<file path="config.mk">
export PLATFORM = sky130hd
export DESIGN_NAME = next_pc_predictor_flat
export DESIGN_NICKNAME = d
export VERILOG_FILES = /design/src/rtl/cpu_pkg.sv /design/src/rtl/next_pc_predictor_if.sv /design/src/rtl/btb_table.sv /design/src/rtl/next_pc_predictor.sv /design/src/flat_wrapper.sv
export SDC_FILE = /design/constraint.sdc
export NUM_CORES = 2
export LEC_CHECK = 0
export BUFFER_PORTS_ARGS = -buffer_cell sky130_fd_sc_hd__buf_2
export CAP_MARGIN = 10
export CELL_PAD_IN_SITES_DETAIL_PLACEMENT = 1
export CELL_PAD_IN_SITES_GLOBAL_PLACEMENT = 2
export CORE_MARGIN = 10
export CORE_UTILIZATION = 46
export CTS_CLUSTER_DIAMETER = 30
export CTS_CLUSTER_SIZE = 30
export DETAILED_ROUTE_END_ITERATION = 12
export GPL_TIMING_DRIVEN = 0
export PLACE_DENSITY_LB_ADDON = 0.1
export SYNTH_ARGS = -nofsm -noshare
export SYNTH_HDL_FRONTEND = slang
export SYNTH_SLANG_ARGS = --single-unit
</file>
<file path="constraint.sdc">
create_clock -name i_clk -period 5.8 [get_ports i_clk]
set_clock_uncertainty 0.15 [all_clocks]
set_input_delay 0.58 -clock i_clk [delete_from_list [all_inputs] [get_ports i_clk]]
set_output_delay 0.58 -clock i_clk [all_outputs]
set_load 0.05 [all_outputs]
</file>
<file path="src/rtl/cpu_pkg.sv">
// rtl/cpu_pkg.sv - shared BTB entry type, PC constants and counter helper
// Purpose: common types for the next-PC predictor slice.
//   btb_entry_t    : one BTB entry (valid, tag, target, 2-bit counter)
//   PC_INC         : sequential PC step
//   CTR_MAX        : saturation ceiling of the direction counter
//   sat_ctr_update : 2-bit saturating increment/decrement
package cpu_pkg;

  localparam logic [31:0] PC_INC  = 32'd4;
  localparam logic [1:0]  CTR_MAX = 2'b11;

  // Tag is held zero-extended to 32 bits so the type does not depend on
  // the table depth; the unused upper bits simply stay 0.
  typedef struct packed {
    logic        valid;
    logic [31:0] tag;
    logic [31:0] target;
    logic [1:0]  ctr;
  } btb_entry_t;

  function automatic logic [1:0] sat_ctr_update(input logic [1:0] ctr,
                                                input logic       taken);
    if (taken) return (ctr == CTR_MAX) ? ctr : ctr + 2'd1;
    else       return (ctr == 2'b00)   ? ctr : ctr - 2'd1;
  endfunction

endpackage

</file>
<file path="src/rtl/next_pc_predictor_if.sv">
// rtl/next_pc_predictor_if.sv - execute-stage branch resolution bus
// Purpose: carries one resolved control-flow instruction from execute.
//   ex_valid       : a resolved branch/jump is present this cycle
//   ex_pc          : PC of that instruction
//   ex_taken       : actual direction (1 for jumps)
//   ex_target      : actual target
//   ex_pred_taken  : direction predicted at fetch
//   ex_pred_target : target predicted at fetch
// master = execute stage (drives), slave = predictor (receives).
interface next_pc_predictor_if;
  logic        ex_valid;
  logic [31:0] ex_pc;
  logic        ex_taken;
  logic [31:0] ex_target;
  logic        ex_pred_taken;
  logic [31:0] ex_pred_target;

  modport master (
    output ex_valid, ex_pc, ex_taken, ex_target, ex_pred_taken, ex_pred_target
  );
  modport slave (
    input  ex_valid, ex_pc, ex_taken, ex_target, ex_pred_taken, ex_pred_target
  );
endinterface

</file>
<file path="src/rtl/btb_table.sv">
// rtl/btb_table.sv - direct-mapped BTB storage with async clear
// Purpose: holds ENTRIES btb_entry_t records.
//   i_clk, i_rst           : clock, async active-low clear of every entry
//   i_rd_idx, i_rd_tag     : combinational lookup port
//   o_rd_hit               : valid entry with matching tag
//   o_rd_taken             : hit and counter in a taken state
//   o_rd_target            : stored target on hit, else 0
//   i_wr_en/idx/tag        : resolved-branch update port (synchronous)
//   i_wr_taken, i_wr_target: resolved outcome
module btb_table
  import cpu_pkg::*;
#(
  parameter int         ENTRIES  = 32,
  parameter int         IDX_W    = $clog2(ENTRIES),
  parameter int         TAG_W    = 30 - IDX_W,
  parameter logic [1:0] CNT_INIT = 2'b10
) (
  input  logic              i_clk,
  input  logic              i_rst,
  input  logic [IDX_W-1:0]  i_rd_idx,
  input  logic [TAG_W-1:0]  i_rd_tag,
  output logic              o_rd_hit,
  output logic              o_rd_taken,
  output logic [31:0]       o_rd_target,
  input  logic              i_wr_en,
  input  logic [IDX_W-1:0]  i_wr_idx,
  input  logic [TAG_W-1:0]  i_wr_tag,
  input  logic              i_wr_taken,
  input  logic [31:0]       i_wr_target
);

  btb_entry_t r_mem [ENTRIES];

  btb_entry_t w_rd_entry;
  btb_entry_t w_wr_entry;
  logic       w_wr_hit;

  // Lookup reads the registered array, so a same-cycle update is only
  // visible from the following cycle.
  assign w_rd_entry  = r_mem[i_rd_idx];
  assign o_rd_hit    = w_rd_entry.valid && (w_rd_entry.tag == 32'(i_rd_tag));
  assign o_rd_taken  = o_rd_hit && w_rd_entry.ctr[1];
  assign o_rd_target = o_rd_hit ? w_rd_entry.target : 32'd0;

  assign w_wr_entry  = r_mem[i_wr_idx];
  assign w_wr_hit    = w_wr_entry.valid && (w_wr_entry.tag == 32'(i_wr_tag));

  always_ff @(posedge i_clk or negedge i_rst) begin
    if (!i_rst) begin
      for (int i = 0; i < ENTRIES; i++) r_mem[i] <= '0;
    end else if (i_wr_en) begin
      if (w_wr_hit) begin
        r_mem[i_wr_idx].ctr <= sat_ctr_update(w_wr_entry.ctr, i_wr_taken);
        if (i_wr_taken) r_mem[i_wr_idx].target <= i_wr_target;
      end else if (i_wr_taken) begin
        // Direct-mapped: a taken miss evicts whatever occupies the slot.
        r_mem[i_wr_idx] <= '{valid: 1'b1, tag: 32'(i_wr_tag),
                             target: i_wr_target, ctr: CNT_INIT};
      end
    end
  end

endmodule

</file>
<file path="src/rtl/next_pc_predictor.sv">
// rtl/next_pc_predictor.sv - BTB-based next-PC generator with redirect
// Purpose: chooses the next PC, detects mispredictions and flushes.
//   i_clk, i_rst   : clock, async active-low reset
//   i_pc           : current PC from the PC register
//   i_stall        : fetch stall
//   i_ex           : execute-stage resolution bus (slave)
//   o_pc_next      : next PC value
//   o_pc_wren      : PC register write-enable
//   o_pred_taken   : fetch-time direction prediction for i_pc
//   o_pred_target  : fetch-time target prediction for i_pc
//   o_flush        : kill fetch and decode
//   o_mispred_cnt  : running misprediction count
module next_pc_predictor
  import cpu_pkg::*;
#(
  parameter int         ENTRIES  = 32,
  parameter int         IDX_W    = $clog2(ENTRIES),
  parameter logic [1:0] CNT_INIT = 2'b10
) (
  input  logic                i_clk,
  input  logic                i_rst,
  input  logic [31:0]         i_pc,
  input  logic                i_stall,
  next_pc_predictor_if.slave  i_ex,
  output logic [31:0]         o_pc_next,
  output logic                o_pc_wren,
  output logic                o_pred_taken,
  output logic [31:0]         o_pred_target,
  output logic                o_flush,
  output logic [31:0]         o_mispred_cnt
);

  localparam int TAG_W = 30 - IDX_W;

  logic        w_mispred;
  logic [31:0] w_pc_seq;
  logic [31:0] w_ex_seq;
  logic [31:0] r_mispred_cnt;

  btb_table #(
    .ENTRIES  (ENTRIES),
    .IDX_W    (IDX_W),
    .TAG_W    (TAG_W),
    .CNT_INIT (CNT_INIT)
  ) u_btb (
    .i_clk       (i_clk),
    .i_rst       (i_rst),
    .i_rd_idx    (i_pc[IDX_W+1:2]),
    .i_rd_tag    (i_pc[31:IDX_W+2]),
    .o_rd_hit    (),
    .o_rd_taken  (o_pred_taken),
    .o_rd_target (o_pred_target),
    .i_wr_en     (i_ex.ex_valid),
    .i_wr_idx    (i_ex.ex_pc[IDX_W+1:2]),
    .i_wr_tag    (i_ex.ex_pc[31:IDX_W+2]),
    .i_wr_taken  (i_ex.ex_taken),
    .i_wr_target (i_ex.ex_target)
  );

  assign w_pc_seq = i_pc + PC_INC;
  assign w_ex_seq = i_ex.ex_pc + PC_INC;

  // A correct direction with a wrong target still counts when both taken.
  assign w_mispred = i_ex.ex_valid &&
                     ((i_ex.ex_taken != i_ex.ex_pred_taken) ||
                      (i_ex.ex_taken && i_ex.ex_pred_taken &&
                       (i_ex.ex_target != i_ex.ex_pred_target)));

  // Redirect beats stall: the correction must land even while fetch is held.
  always_comb begin
    o_pc_next = w_pc_seq;
    o_pc_wren = 1'b1;
    o_flush   = 1'b0;
    if (w_mispred) begin
      o_pc_next = i_ex.ex_taken ? i_ex.ex_target : w_ex_seq;
      o_flush   = 1'b1;
    end else if (i_stall) begin
      o_pc_wren = 1'b0;
    end else if (o_pred_taken) begin
      o_pc_next = o_pred_target;
    end
  end

  always_ff @(posedge i_clk or negedge i_rst) begin
    if (!i_rst)         r_mispred_cnt <= 32'd0;
    else if (w_mispred) r_mispred_cnt <= r_mispred_cnt + 32'd1;
  end

  assign o_mispred_cnt = r_mispred_cnt;

endmodule

</file>
<file path="src/flat_wrapper.sv">
// flat-port wrapper written by rule: the top's interface ports become plain ports
module next_pc_predictor_flat import cpu_pkg::*;
#(
  parameter int         ENTRIES  = 32,
  parameter int         IDX_W    = $clog2(ENTRIES),
  parameter logic [1:0] CNT_INIT = 2'b10
)
  (i_clk, i_rst, i_pc, i_stall, o_pc_next, o_pc_wren, o_pred_taken, o_pred_target, o_flush, o_mispred_cnt, i_ex_ex_valid, i_ex_ex_pc, i_ex_ex_taken, i_ex_ex_target, i_ex_ex_pred_taken, i_ex_ex_pred_target);
  next_pc_predictor_if i_ex_i ();
  input  logic i_clk;
  input  logic i_rst;
  input  logic [31:0] i_pc;
  input  logic i_stall;
  output logic [31:0] o_pc_next;
  output logic o_pc_wren;
  output logic o_pred_taken;
  output logic [31:0] o_pred_target;
  output logic o_flush;
  output logic [31:0] o_mispred_cnt;
  input wire logic [$bits(i_ex_i.ex_valid)-1:0] i_ex_ex_valid;
  input wire logic [$bits(i_ex_i.ex_pc)-1:0] i_ex_ex_pc;
  input wire logic [$bits(i_ex_i.ex_taken)-1:0] i_ex_ex_taken;
  input wire logic [$bits(i_ex_i.ex_target)-1:0] i_ex_ex_target;
  input wire logic [$bits(i_ex_i.ex_pred_taken)-1:0] i_ex_ex_pred_taken;
  input wire logic [$bits(i_ex_i.ex_pred_target)-1:0] i_ex_ex_pred_target;
  assign i_ex_i.ex_valid = i_ex_ex_valid;
  assign i_ex_i.ex_pc = i_ex_ex_pc;
  assign i_ex_i.ex_taken = i_ex_ex_taken;
  assign i_ex_i.ex_target = i_ex_ex_target;
  assign i_ex_i.ex_pred_taken = i_ex_ex_pred_taken;
  assign i_ex_i.ex_pred_target = i_ex_ex_pred_target;
  next_pc_predictor #(.ENTRIES(ENTRIES), .IDX_W(IDX_W), .CNT_INIT(CNT_INIT)) u_core (.i_clk(i_clk), .i_rst(i_rst), .i_pc(i_pc), .i_stall(i_stall), .i_ex(i_ex_i), .o_pc_next(o_pc_next), .o_pc_wren(o_pc_wren), .o_pred_taken(o_pred_taken), .o_pred_target(o_pred_target), .o_flush(o_flush), .o_mispred_cnt(o_mispred_cnt));
endmodule
</file>
# Word-level counts from Yosys, hierarchy flattened
# Index checks and enable logic that the tools add are counted.
dict set report op_classes {
  n_eq_ne 5
  add_sub_neg 5
  bitwise_logic 2
  muxes 31
  n_lt_le_gt_ge 3
  n_reduce_logical 11
}
# op n
set op_table {}
lappend op_table {{2144-bit bitwise mux} 3}
lappend op_table {{2144-bit 2-to-1 mux} 3}
lappend op_table {{67-bit demux with 5-bit select} 3}
lappend op_table {{67-bit binary-select mux with 5-bit select} 2}
lappend op_table {{67-bit 2-to-1 mux} 5}
lappend op_table {{32-bit 2-to-1 mux} 5}
lappend op_table {{32-bit by 3-bit adder with 32-bit output, second input constant} 2}
lappend op_table {{32-bit by 25-bit == test with 1-bit output} 2}
lappend op_table {{34-bit 2-to-1 mux} 1}
lappend op_table {{32-bit by 1-bit adder with 32-bit output, second input constant} 1}
lappend op_table {{32-bit inequality test} 1}
lappend op_table {{6-bit greater-or-equal comparator, second input constant} 2}
lappend op_table {{2-bit 2-to-1 mux} 6}
lappend op_table {{5-bit NOT with 6-bit output} 2}
lappend op_table {{1-bit logical AND} 7}
lappend op_table {{6-bit by 1-bit less-than comparator with 1-bit output, second input constant} 1}
lappend op_table {{1-bit 2-to-1 mux} 3}
lappend op_table {{2-bit by 1-bit adder with 2-bit output, second input constant} 1}
lappend op_table {{2-bit == test, second input constant} 1}
lappend op_table {{2-bit zero test} 1}
lappend op_table {{2-bit AND reduction} 1}
lappend op_table {{2-bit nonzero test} 1}
lappend op_table {{2-bit by 1-bit subtractor with 2-bit output, second input constant} 1}
lappend op_table {{1-bit logical OR} 1}
lappend op_table {{1-bit inequality test} 1}
dict set report word_totals {
  output_inout_bits 99
  register_bits 2176
  inputBits 134
}

# Longest topological paths before layout
dict set report logic_depth {
  depth_word 13
  mapped_depth 18
  ltp_nobuf 10
}

# Cells and area by module
# From an unflattened synthesis, not the netlist that was laid out.
dict set report hier_totals {
  hier_cells 6726
  hier_area_um2 99243.9
}
# mod seq_area_each_um2 cells_each instances area_per_inst_um2
set by_module_without_submodules {}
lappend by_module_without_submodules {btb_table 48046.1 6203 1 95165.0}
lappend by_module_without_submodules {next_pc_predictor 800.8 523 1 4078.9}

# Worst setup path before layout
# No wires, ideal clock.
dict set report synth_timing {
  path_type {input port to output port}
  from {input port i_pc[2]}
  to {output port o_pc_next[2]}
  path_buffers 6
  slack_ps 572
  cell_stages 13
  t_arrival_ps 4498
  path_cell_list {buf_4 buf_6 buf_6 buf_4 buf_4 mux4_2 a211oi_2 nor3_1 nand4b_1 nor4_2 nand4_2 buf_2 a311oi_1}
}
dict set report synth_between {
  elab_chain_cells 10
  word_cells_on_any_way 12
  classes_between {add/sub: 1; eq/ne: 1; mux: 7; bitwise: 1; reduce/logical: 2}
}
# element line_no
set synth_rtl {}
lappend synth_rtl {{from (decl)} flat_wrapper.sv:12} ;# input logic [31:0] i_pc;
lappend synth_rtl {{5-bit NOT with 6-bit output (not written as such)} btb_table.sv:40} ;# assign w_rd_entry = r_mem[i_rd_idx];
lappend synth_rtl {{67-bit binary-select mux with 5-bit select} btb_table.sv:40}
lappend synth_rtl {{67-bit 2-to-1 mux (not written as such) (2 in a row)} btb_table.sv:40}
lappend synth_rtl {{32-bit by 25-bit == test with 1-bit output} btb_table.sv:41} ;# assign o_rd_hit = w_rd_entry.valid && (w_rd_entry.tag == 32'(i_rd_tag));
lappend synth_rtl {{1-bit logical AND} btb_table.sv:41}
lappend synth_rtl {{32-bit 2-to-1 mux / 1-bit logical AND (equally long branches)} {btb_table.sv:43, btb_table.sv:42}}
lappend synth_rtl {{32-bit 2-to-1 mux} next_pc_predictor.sv:79} ;# end else if (o_pred_taken) begin
lappend synth_rtl {{32-bit 2-to-1 mux *} next_pc_predictor.sv:77} ;# end else if (i_stall) begin
lappend synth_rtl {{32-bit 2-to-1 mux *} next_pc_predictor.sv:74} ;# if (w_mispred) begin
lappend synth_rtl {{to (decl)} flat_wrapper.sv:14} ;# output logic [31:0] o_pc_next;
# Mark *: on every way between the ends. The rest lies on a longest branch, timed or not. The select of a mux whose other input is x is not followed.

# Final worst setup path
dict set report layout_timing {
  from {input port i_ex_ex_pc[3]}
  to {register u_core.u_btb.r_mem[2123] (netlist bit)}
}
dict set report layout_between {
  elab_chain_cells 8
  word_cells_on_any_way 21
  classes_between {order compare: 2; eq/ne: 1; mux: 13; bitwise: 1; reduce/logical: 4}
}
# element line_no
set layout_rtl {}
lappend layout_rtl {{from (decl)} flat_wrapper.sv:21} ;# input wire logic [$bits(i_ex_i.ex_pc)-1:0] i_ex_ex_pc;
lappend layout_rtl {{5-bit NOT with 6-bit output (not written as such) *} --}
lappend layout_rtl {{67-bit binary-select mux with 5-bit select, or another cell as far along} btb_table.sv:45} ;# assign w_wr_entry = r_mem[i_wr_idx];
lappend layout_rtl {{67-bit 2-to-1 mux (not written as such) / 1-bit logical AND (equally long branches)} {btb_table.sv:45, btb_table.sv:57}}
lappend layout_rtl {{67-bit 2-to-1 mux (on tied branches)} {btb_table.sv:45, btb_table.sv:57}}
lappend layout_rtl {{32-bit by 25-bit == test with 1-bit output / 67-bit demux with 5-bit select (equally long branches)} {btb_table.sv:46, btb_table.sv:57}}
lappend layout_rtl {{1-bit logical AND / 2144-bit bitwise mux (equally long branches)} {btb_table.sv:46, btb_table.sv:57}}
lappend layout_rtl {{2-bit nonzero test (no line) / 2144-bit 2-to-1 mux (equally long branches)} --}
lappend layout_rtl {{2-bit AND reduction (no line) / 2144-bit 2-to-1 mux (equally long branches)} --}
lappend layout_rtl {{to (signal, indexed assignment)} btb_table.sv:57} ;# r_mem[i_wr_idx] <= '{valid: 1'b1, tag: 32'(i_wr_tag),
lappend layout_rtl {{to (decl)} btb_table.sv:32} ;# btb_entry_t r_mem [ENTRIES];
# Marked as above.
# A chain may end at the register's enable or synchronous reset.

==> metrics.txt <==
run status finished with violations; failing checks negative setup slack; gpl congestion 0.9900; IO Port Bufs 210; die area 0.2351 mm^2; post-route DRC violation count 0; top cell type's share of synthesized area 49.14%; Nets 7925; final setup TNS -24.54 ns; CP Class input pin to flop; Primary FF master, synth dfrtp_1; Crit Path Max Fanout 10; Initial Utilization 46.27%; most used cell, CP buf_2; critical path's top delay family buffers and inverters; Synth top cells by count 1952 x dfrtp_1, 1832 x mux2_2, 546 x mux4_2, 504 x mux2i_1, 395 x clkbuf_1; Worst Slack Setup Final -0.3300 ns; vias in the first global route 78374; Post-Syn Instances 6927; dpl ws -3.058 ns; slew at the pin closest to its max-slew limit 1.397 ns; RR Startpoint u_core.u_btb.r_mem[2052]; Detail Placement HPWL 334500 um; Async S/R FF share, synth 100.0%; cells along the critical path buf_2 > buf_2 > buf_2 > nand4b_1 > buf_2 > buf_4 > o22ai_1 > nor4_1 > a21oi_1 > nor4_2 > nor4bb_2 > nand4_1 > buf_6 > buf_8 > nand2_4 > buf_4 > mux2_2; CTS buffer count 481; boundary pin count 233; detailed-route wire length per cell 44.30 um; clock network power share 54.6%; H-tree Lvls 5; via count 74532; minimum clock period 6.130 ns; synth warn 0; CP arrival 6.86 ns; CP Launch Type input pin; Final Hold Fails 0; Core Util, Final 58.54%; share of layout cells above drive strength 1 50.31%; Worst EP required 6.53 ns; DP Area 0.1055 mm^2; grt ovf 0; Reg clk slew, reported paths 0.05 ns; Sw Ratio 26.21%; sequential area share after synthesis 49.14%; synthesized cell area 0.09941 mm^2; pin count of the biggest net entering global routing 176; first-pass GRT wire length 663600 um; die width 484.9 um; fin. max-slew vios 0; Avg Synthesized Cell Area 14.35 um^2; FF+latch count, synth 1952; final worst path period share 105.7%; CTS tree yes; EDFF count, synth 0; Post-Syn Nets 7068; row cnt 170; PwrDens 414.0 mW/mm^2; Max IR drop VDD 0.0004357 V; largest cells by area after synthesis dfrtp_1 49%, mux2_2 21%, mux4_2 12%; CP endpoint kind flop; via/cell ratio 6.745; Area growth syn-to-layout 26.51%; P_leak 0.05709 uW; Clock Latency Late Sink 1.05 ns; initial antenna violation count 48; core area 0.2148 mm^2; synth unique cells 85; Comb power frac 13.3%; part of the power in registers 32.1%; # clock sinks 1952; Worst setup startpoint i_ex_ex_pc[3]; Total Routing Usage GR 40.74%; most frequent cell after synthesis dfrtp_1; post-synth top area cell dfrtp_1; CP bufs+invs 8; Final setup viols 194; final wirelength 489500 um; worst min-delay path class input pin to asynchronous set/reset pin; CTS max path bufs 4; final instance area 0.1258 mm^2; Routed Antenna Nets 0; Max-cap violations 0; Max-Slew Margin vs Limit 6.853%; Hold WS 0.007295 ns; cell with the largest stage delay on the worst path nor4bb_2; Root Driver clkbuf_16; Fmax 163.1 MHz; DRT Pass-1 Iters 5; net switching power 13650 uW; Die H 484.9 um; internal power 38420 uW; initial drt markers 8649; worst stage delay on the critical path 0.64 ns
worst register-to-register path, stage by stage (launching register included):
cell and delay, ns:
dfrtp_1 0.38, mux2i_1 0.29, o22ai_1 0.15, nor4_1 0.74
and3b_1 0.35, o22ai_1 0.11, nor4bb_2 0.61, nand4_1 0.29
buf_6 0.27, buf_8 0.19, nand2_4 0.38, buf_4 0.58
mux2_2 0.42
cells by family (layout without fill, tap and decap cells):
family | Yosys count | after routing | synth area share [%]
compound gates | 504 | 504 | 3.553
xor+xnor | 133 | 133 | 1.172
fa+ha+maj | 9 | 9 | 0.1082
buf+inv | 686 | 1937 | 3.379
flops | 1952 | 1952 | 49.14
mux | 2882 | 2882 | 38.20
other cells | 0 | 34 | 0
simple gates | 761 | 761 | 4.455
cell usage in the layout, fill, tap and decap left out, types with 38 or more instances in the layout:
master      netlist  final
buf_8             3     44
clkinv_2          0     96
nand4_1          40     40
nor3_4           16     43
buf_2           108    242
clkbuf_16         0    485
nand2_1         117    117
clkbuf_1        395    372
xor2_1           44     44
mux2i_1         504    477
buf_6            63     94
nor2_1          198    161
nand3_1          53     51
mux4_2          546    546
dfrtp_1        1952   1952
clkbuf_4          0     47
bufinv_16         0     81
buf_4            38    152
o22ai_1         184    184
mux2_2         1832   1832
clkinvlp_4        0     51
nor4_1           55     45
a22oi_1          39     38
clkbuf_8          0     92
xnor2_1          89     89
and3_1           57     57
state kept, by name (all words and copies together) (netlist names):
name	cells
u_core.o_mispred_cnt	32
u_core.u_btb.r_mem	1920
metrics by stage:
step | instances | total power (uW)
3_3_place_gp | 9975 | 22840
5_1_grt | 11029 | 53340
2_1_floorplan | 6927 | 20410
6_report | 11050 | 52070
3_5_place_dp | 10051 | 23160
4_1_cts | 10978 | 51800
routing by layer:
layer	GRT usage, %	up-vias	wire (um)
li1	-	28095	-
met1	47.03	39850	173200
met2	61.02	4694	217500
met3	11.23	1879	43460
met4	38.53	14	55230
met5	0	-	112
power groups by stage:
stage                     clock [uW]  combinational [uW]  sequential, uW
after floorplan                    0                3990           16400
after global placement             0                6130           16700
after detailed placement           0                6380           16800
after CTS                      28400                6730           16600
after global routing           29300                7170           16900
final                          28400                6950           16700
cell type report:
type | instances | area [um^2]
clock buffers | 622 | 13460
diodes | 34 | 85.08
fillers | 19882 | 89070
repair buffers | 377 | 3425
inverters | 18 | 67.56
clock inverters | 255 | 3588
multi-input cells | 4289 | 48370
well taps | 2838 | 3551
flip-flops and latches | 1952 | 48850
plain buffers | 665 | 4363
timing repair:
item	in CTS	in global routing
gates resized for setup	518	99
pin swaps	24	16
gates cloned	1	1
hold buffers	15	0
setup buffers	36	34
endpoints found under the hold margin	127	0
setup endpoints to repair	964	136
path summary, 6_finish.rpt:
path	endpoint	slack, ns	cells past startpoint
setup / recovery	u_core.u_btb.r_mem[2123]	-0.33	17
hold / removal	u_core.u_btb.r_mem[1063]	0.007	2
setup reg to reg	u_core.u_btb.r_mem[2123]	0.76	12
hold reg to reg	u_core.o_mispred_cnt[31]	0.34	1
max in group asynchronous	u_core.u_btb.r_mem[208]	2.12	6
min in group i_clk	u_core.u_btb.r_mem[1899]	0.03	2
Note: power is estimated with default switching activity, not from simulation.
